--- src/rtl/f_fetch_unit.sv ---
// Fetch stage: owns the PC, drives instruction memory and presents the
// fetched word, its PC, delay-slot flag and AdEL status to the D register.
module f_fetch_unit #(
    parameter logic [31:0] RESET_PC   = 32'h0000_3000,
    parameter logic [31:0] HANDLER_PC = 32'h0000_4180,
    parameter logic [31:0] IM_LO      = 32'h0000_3000,
    parameter logic [31:0] IM_HI      = 32'h0000_6FFF
) (
    input  logic        clk,
    input  logic        rst,
    input  logic        stall,
    input  logic        Req,
    input  logic        D_is_jump,
    input  logic        D_taken,
    input  logic [31:0] D_target,
    input  logic        D_eret,
    input  logic [31:0] EPC,
    output logic [31:0] i_inst_addr,
    input  logic [31:0] i_inst_rdata,
    output logic [31:0] F_instr,
    output logic [31:0] F_pc,
    output logic        F_BD,
    output logic [4:0]  F_ExcCode
);

    localparam logic [4:0] EXC_NONE = 5'd0;
    localparam logic [4:0] EXC_ADEL = 5'd4;

    logic [31:0] pc_r;
    logic [31:0] f_pc;
    logic [31:0] next_pc;
    logic        adel;

    // eret has no delay slot, so EPC is fetched in the same cycle
    assign f_pc = D_eret ? EPC : pc_r;

    assign adel = (f_pc[1:0] != 2'b00)
               || (f_pc < IM_LO)
               || (f_pc > IM_HI);

    assign i_inst_addr = f_pc;

    always_comb begin
        F_pc      = f_pc;
        F_instr   = adel ? 32'd0 : i_inst_rdata;
        F_BD      = D_is_jump & ~D_eret;
        F_ExcCode = adel ? EXC_ADEL : EXC_NONE;
        if (Req) begin
            F_pc      = HANDLER_PC;
            F_instr   = 32'd0;
            F_BD      = 1'b0;
            F_ExcCode = EXC_NONE;
        end
    end

    // Bad targets are loaded as-is; AdEL is flagged when presented
    always_comb begin
        next_pc = f_pc + 32'd4;
        if (Req) begin
            next_pc = HANDLER_PC;
        end else if (stall) begin
            next_pc = pc_r;
        end else if (D_taken) begin
            next_pc = D_target;
        end
    end

    always_ff @(posedge clk) begin
        if (rst) begin
            pc_r <= RESET_PC;
        end else begin
            pc_r <= next_pc;
        end
    end

endmodule
--- config.mk ---
export PLATFORM = sky130hd
export DESIGN_NAME = f_fetch_unit
export DESIGN_NICKNAME = d
export VERILOG_FILES = /design/src/rtl/f_fetch_unit.sv
export SDC_FILE = /design/constraint.sdc
export NUM_CORES = 1
export LEC_CHECK = 0
export CAP_MARGIN = 10
export CORE_ASPECT_RATIO = 1.5
export CORE_UTILIZATION = 40
export DETAILED_ROUTE_END_ITERATION = 12
export PLACE_DENSITY_LB_ADDON = 0.25
export SYNTH_ARGS = -nofsm -noshare
export SYNTH_HDL_FRONTEND = slang
export SYNTH_SLANG_ARGS = --single-unit
--- constraint.sdc ---
create_clock -name clk -period 7.63 [get_ports clk]
set_input_delay 1.526 -clock clk [delete_from_list [all_inputs] [get_ports clk]]
set_output_delay 1.526 -clock clk [all_outputs]
set_load 0.01 [all_outputs]
==> results.ini, run 1 <==
[logic_synthesis]
yosys_register_bits = 32
synth_async_sr_flop_share = 0
synth-seq-area-share = 0.204
synthTopCellsByArea = dfxtp_1 20%, mux2i_1 8.6%, xnor2_1 6.4%, and2_1 6.4%, nor2_1 5.1%
synth-edff-count = 0
synth_cells = 433
synth_cell_types = 53
synth_top_flop_cell = dfxtp_1
synth.top_cell.area_share = 0.204
synthesis.area_sq_um = 3130
yosysTopAreaCell = dfxtp_1
syn_avg_cell_area_sq_um = 7.24
yosysWarnings = 0

[floorplanning]
core_sq_um = 7610
fp.dieH_um = 110
pin_count = 205
initial_core_util = 0.412
die_w_um = 74.3
rows = 39
die_area_sq_um = 8200

[sta]
fin_ws_ps = 1580
max_slew.worst_pin.slew_ps = 1070
setup-violations-final = 0
fin_skew_ps = 7.96
maxSlewHeadroom = 0.281
min_period_over_period = 0.793
rsz0062_at_grt = no
hold_viol = 0
setup_tns_ps = 0
timing.final.max_slew_violations = 0
final.min_clock_period_ps = 6050
max_clock_freq_mhz = 165

[pwr]
power.density_nw_per_um2 = 119
p_int_mw = 0.451
leakage_nw = 2.10
clkPwrFrac = 0.362
sequentialPowerShare = 0.290
p_comb_frac = 0.349
switching_share = 0.289
ir_worst_vdd_uv = 79.4
netSwitchingPower_mw = 0.183

[clocking]
post-cts-setup-buffers = 0
cts-resized-gates = 0
cts_hold_buffers = 0
cts_tree = done
path_clk_slew_ps = 50
numClockSinks = 32
cts_max_path_buffers = 2
clockRootBuffer = clkbuf_16
htreeDepth = 2
cts_buffers = 5
clkLatencyLatePin_ps = 280

[worst_setup_path]
crit_type = in -> out
startpoint_type = primary input
path_buf_inv = 3
cp-end-kind = output pin
crit_top_cell = clkdlybuf4s50_1
cp_top_family = buffers and inverters
required_ps = 6100
cp.arrival_ps = 4530
r2r-end = pc_r[28]
critPathMaxStageDelay_ps = 550
rr_worst_depth = 8
cp_max_fo = 32
cpMaxStageDelayCell = clkdlybuf4s50_1
cp-startpoint = EPC[23]
rr_startpoint = pc_r[2]
r2r_slack_ps = 5030
worstPathCellList = clkdlybuf4s50_1 > nor4_1 > nand4_1 > a2111oi_0 > nand4b_1 > nor2_1 > buf_4 > and2_1 > clkdlybuf4s50_1

[layout]
top_register = pc_r
syn2layout_area_growth_pct = 69.3
top_regs = pc_r (32)
layout-drive-gt1-share = 0.0468
diodes = 0
fillerInstances = 665
layout_commonest_cell = clkdlybuf4s50_1
most-common-layout-cells = 199 x clkdlybuf4s50_1, 43 x nor2_1, 32 x and2_1, 32 x dfxtp_1, 30 x a21oi_1
nets = 722
largest_register_ffs = 32

[routing]
via_count = 4000
met2_length_mm = 6.61
drtIter0Drc = 198
dr.pass1.iters = 5
drc = 0
wl_per_cell_um = 17.2
routed.top_layer = met4
routed_wirelength_mm = 12.4
ant_nets = 0
drt-vias-per-instance = 5.55
wl_met3_um = 965
met1Wirelength_mm = 4.43

[global_route]
antenna_found_initial = 0
grt_first_pass_wirelength_mm = 18.8
grt_overflow = 0
grt_pass1_vias = 3949
grt_usage = 0.296
grt_max_degree = 34

[worst_hold_path]
min_to = pc_r[3]
worstHoldStart = pc_r[3]
hold_path.class = reg -> reg
min_path_cells = 2

[run]
drv_cap = 0

[status]
outcome = finished clean

[placement]
gp_congestion = 0.901
numPortBuffers = 200
hpwl_mm = 9.60
place_ws_ps = 1630

## Yosys cell counts, types with 5 or more instances
master    instances
a22oi_1           7
nor2b_1          10
mux2i_1          27
nand3_1          21
xnor2_1          23
nand2_1          29
nor4_1           10
nor2_1           43
o21ai_0          17
clkbuf_1         17
a21oi_1          30
nor3_1           13
o221ai_1         11
mux2_2            9
nand2b_1          5
nand3b_1          7
inv_1            27
and2_1           32
buf_4             5
dfxtp_1          32
## cell type report
class	count	area, sq um	area share
Sequential cell	32	641	0.121
Clock inverter	2	35.0	0.00660
Inverter	28	105	0.0198
Multi-Input combinational cell	345	2230	0.420
Clock buffer	6	129	0.0243
Timing Repair Buffer	206	2040	0.385
Tap cell	102	128	0.0241
## metrics by stage
step | hold slack, ps | util | total power [mW] | instance area [sq um] | std cells
6_report | 535 | 0.697 | 0.634 | 5310 | 721
5_1_grt | 564 | 0.697 | 0.656 | 5310 | 721
4_1_cts | 536 | 0.697 | 0.634 | 5310 | 721
3_5_place_dp | 522 | 0.676 | 0.406 | 5140 | 713
3_3_place_gp | 502 | 0.676 | 0.403 | 5140 | 713
2_1_floorplan | 477 | - | 0.285 | 3150 | 436
## worst max path at each step
| stage | endpoint | slack, ps | cells past startpoint |
|---|---|---|---|
| floorplan | F_instr[10] | 3020 | 9 |
| global placement | F_instr[8] | 1670 | 9 |
| detailed placement | F_instr[19] | 1630 | 9 |
| CTS | F_instr[19] | 1640 | 9 |
| global route | F_instr[22] | 1460 | 9 |
| finish | F_instr[19] | 1580 | 9 |
## tightest hold or removal path: stages (launching register included)
cell and delay [ps]:
dfxtp_1 350, a21oi_1 80, nor2_1 70
## cells by family (layout without fill, tap and decap cells)
| family | Yosys count | count (layout) | share of synthesized area |
|---|---|---|---|
| other cells | 1 | 4 | 0.00120 |
| flops | 32 | 32 | 0.204 |
| buf+inv | 59 | 242 | 0.0886 |
| simple gates | 192 | 192 | 0.330 |
| compound gates | 88 | 88 | 0.186 |
| xor+xnor | 24 | 24 | 0.0671 |
| mux | 36 | 36 | 0.119 |
| fa+ha+maj | 1 | 1 | 0.00399 |
## routing by layer
| metal | track usage | vias to the layer above |
|---|---|---|
| met5 | 0 | - |
| met4 | 0.143 | 0 |
| met3 | 0.0484 | 31 |
| met2 | 0.537 | 221 |
| met1 | 0.317 | 1852 |
| li1 | - | 1896 |
## power by group through the flow
stage | sequential [mW] | combinational (mW) | clock [mW]
6_report | 0.184 | 0.221 | 0.229
3_3_place_gp | 0.186 | 0.217 | 0
3_5_place_dp | 0.187 | 0.219 | 0
4_1_cts | 0.183 | 0.221 | 0.230
2_1_floorplan | 0.184 | 0.101 | 0
5_1_grt | 0.185 | 0.236 | 0.236
Note: power is estimated with default switching activity, not from simulation.
==> inputs of run 2 (changes only) <==
--- a/config.mk
+++ b/config.mk
@@ -7,7 +7,7 @@
 export LEC_CHECK = 0
 export CAP_MARGIN = 10
 export CORE_ASPECT_RATIO = 1.5
-export CORE_UTILIZATION = 40
+export CORE_UTILIZATION = 37
 export DETAILED_ROUTE_END_ITERATION = 12
 export PLACE_DENSITY_LB_ADDON = 0.25
 export SYNTH_ARGS = -nofsm -noshare
==> constraint.sdc (replaced) <==
create_clock -name clk -period 6.1 [get_ports clk]
set_input_delay 1.22 -clock clk [delete_from_list [all_inputs] [get_ports clk]]
set_output_delay 1.22 -clock clk [all_outputs]
set_load 0.01 [all_outputs]
==> run 2 against run 1 <==
Net effect: final cell count is 0.83% higher; hold slack worse by 8.0 ps; design area is 0.28% higher; first-iteration DRC count is 69% higher; wire length is 0.31% higher; clock skew is 4.0 ps lower; total power is 20% higher; sequential cell count stayed put; non-clock buffer count is 3 higher; utilization is 4.1 points lower; largest power group is now combinational logic.
==> results.ini, run 2 (synthesized netlist as in run 1, its figures left out) <==
[floorplanning]
initial_core_util = 0.387  ; -0.0252
rows = 40  ; +2.6%
die_area_sq_um = 8850  ; +7.9%
die_w_um = 77.2  ; +3.9%
fp.dieH_um = 115  ; +3.9%
pin_count = 205  ; unchanged
core_sq_um = 8110  ; +6.5%

[worst_setup_path]
cp_max_fo = 32  ; unchanged
rr_worst_depth = 8  ; unchanged
crit_path_end = F_instr[18]
cp-end-kind = output pin
crit_type = in -> out
cp-startpoint = EPC[23]
startpoint_type = primary input
required_ps = 4880  ; -1220 ps
r2r_slack_ps = 3460  ; -1570 ps
r2r-end = pc_r[28]
cp.arrival_ps = 4230  ; -300 ps
rr_startpoint = pc_r[2]

[layout]
diodes = 0  ; unchanged
layout-drive-gt1-share = 0.0531  ; +0.00620
layout_commonest_cell = clkdlybuf4s50_1
top_regs = pc_r (32)
utilization = 0.656  ; -0.0407
nets = 725  ; +0.42%
most-common-layout-cells = 199 x clkdlybuf4s50_1, 43 x nor2_1, 32 x and2_1, 32 x dfxtp_1, 30 x a21oi_1
largest_register_ffs = 32  ; unchanged
syn2layout_area_growth_pct = 69.8
top_register = pc_r

[clocking]
post-cts-setup-buffers = 0  ; unchanged
cts_hold_buffers = 0  ; unchanged
htreeDepth = 2  ; unchanged
clkLatencyLatePin_ps = 280  ; about the same
cts-resized-gates = 0  ; unchanged
numClockSinks = 32  ; unchanged
clockRootBuffer = clkbuf_16
cts_buffers = 5  ; unchanged
cts_tree = done
cts_max_path_buffers = 2  ; unchanged
path_clk_slew_ps = 50  ; about the same

[routing]
drc = 0  ; unchanged
dr.pass1.iters = 6  ; +1
drt-vias-per-instance = 5.48  ; -1.2%
routed_wirelength_mm = 12.4  ; +0.31%
wl_per_cell_um = 17.1  ; -0.51%
drtIter0Drc = 334  ; +69%
ant_nets = 0  ; unchanged
via_count = 3986  ; -0.35%

[sta]
setup_tns_ps = 0  ; unchanged
rsz0062_at_grt = no
hold_viol = 0  ; unchanged
max_clock_freq_mhz = 183
setup-violations-final = 0  ; unchanged
fin_skew_ps = 3.92  ; -4.04 ps
min_period_over_period = 0.894
timing.final.max_slew_violations = 0  ; unchanged
final.min_clock_period_ps = 5450
max_slew.worst_pin.slew_ps = 1050  ; -26.5 ps
maxSlewHeadroom = 0.299  ; +0.0177

[worst_hold_path]
hold_path.class = reg -> reg
min_path_cells = 2  ; unchanged

[placement]
numPortBuffers = 200  ; unchanged
hpwl_mm = 9.71  ; +1.1%
gp_congestion = 0.975  ; +8.1%

[status]
outcome = finished clean

[pwr]
ir_worst_vdd_uv = 103  ; +30%
power.density_nw_per_um2 = 143  ; +20%
leakage_nw = 2.12  ; +0.53%
total_power_mw = 0.760  ; +20%

[global_route]
grt_first_pass_wirelength_mm = 19.5  ; +3.9%
grt_pass1_vias = 4102  ; +3.9%
grt_usage = 0.276  ; -0.0198
grt_max_degree = 33  ; -2.9%
grt_overflow = 0  ; unchanged
antenna_found_initial = 0  ; unchanged

[run]
drv_cap = 0  ; unchanged

-- run 2: power breakdown --
| part | internal, mW | total (mW) | switching [mW] |
|---|---|---|---|
| Clock | 0.161 | 0.251 | 0.0906 |
| Combinational | 0.154 | 0.279 | 0.125 |
| Sequential | 0.219 | 0.230 | 0.0105 |
-- run 2: metrics by stage --
step	instances	hold WS (ps)	setup slack, ps	cell area [sq um]
after floorplan	436	477	2100	3150
after global placement	718	498	603	5160
after detailed placement	718	517	601	5160
after CTS	726	531	603	5310
after global routing	727	557	222	5320
final	727	527	646	5320
-- run 2: how the worst min path moves through the flow --
| stage | from | to | slack, ps |
|---|---|---|---|
| after floorplan | pc_r[3] | pc_r[3] | 480 |
| after global placement | pc_r[5] | pc_r[5] | 500 |
| after detailed placement | pc_r[0] | pc_r[0] | 520 |
| after CTS | pc_r[0] | pc_r[0] | 530 |
| after global routing | pc_r[1] | pc_r[1] | 560 |
| final | pc_r[0] | pc_r[0] | 530 |
-- run 2: final cells by class --
cell class / count / area [sq um]
tap: 105 / 131
clock buffer: 6 / 139
sequential: 32 / 641
inverter: 28 / 105
fill: 735 / 2790
timing repair buffer: 209 / 2070
multi-input combinational: 345 / 2230
clock inverter: 2 / 10.0
-- run 2: critical path: stages --
cell and delay (ps):
clkdlybuf4s50_1 440, nor4_1 600, nand4_1 150, a2111oi_0 520
nand4b_1 180, nor2_1 130, buf_4 270, and2_1 180
clkdlybuf4s50_1 540
-- run 2: layer usage --
layer  vias to the layer above  GRT usage  part of all wire
li1                       1903          -                 -
met1                      1824      0.281              0.35
met2                       235      0.547              0.55
met3                        24     0.0454             0.077
met4                         0      0.112             0.024
met5                         -          0                 0
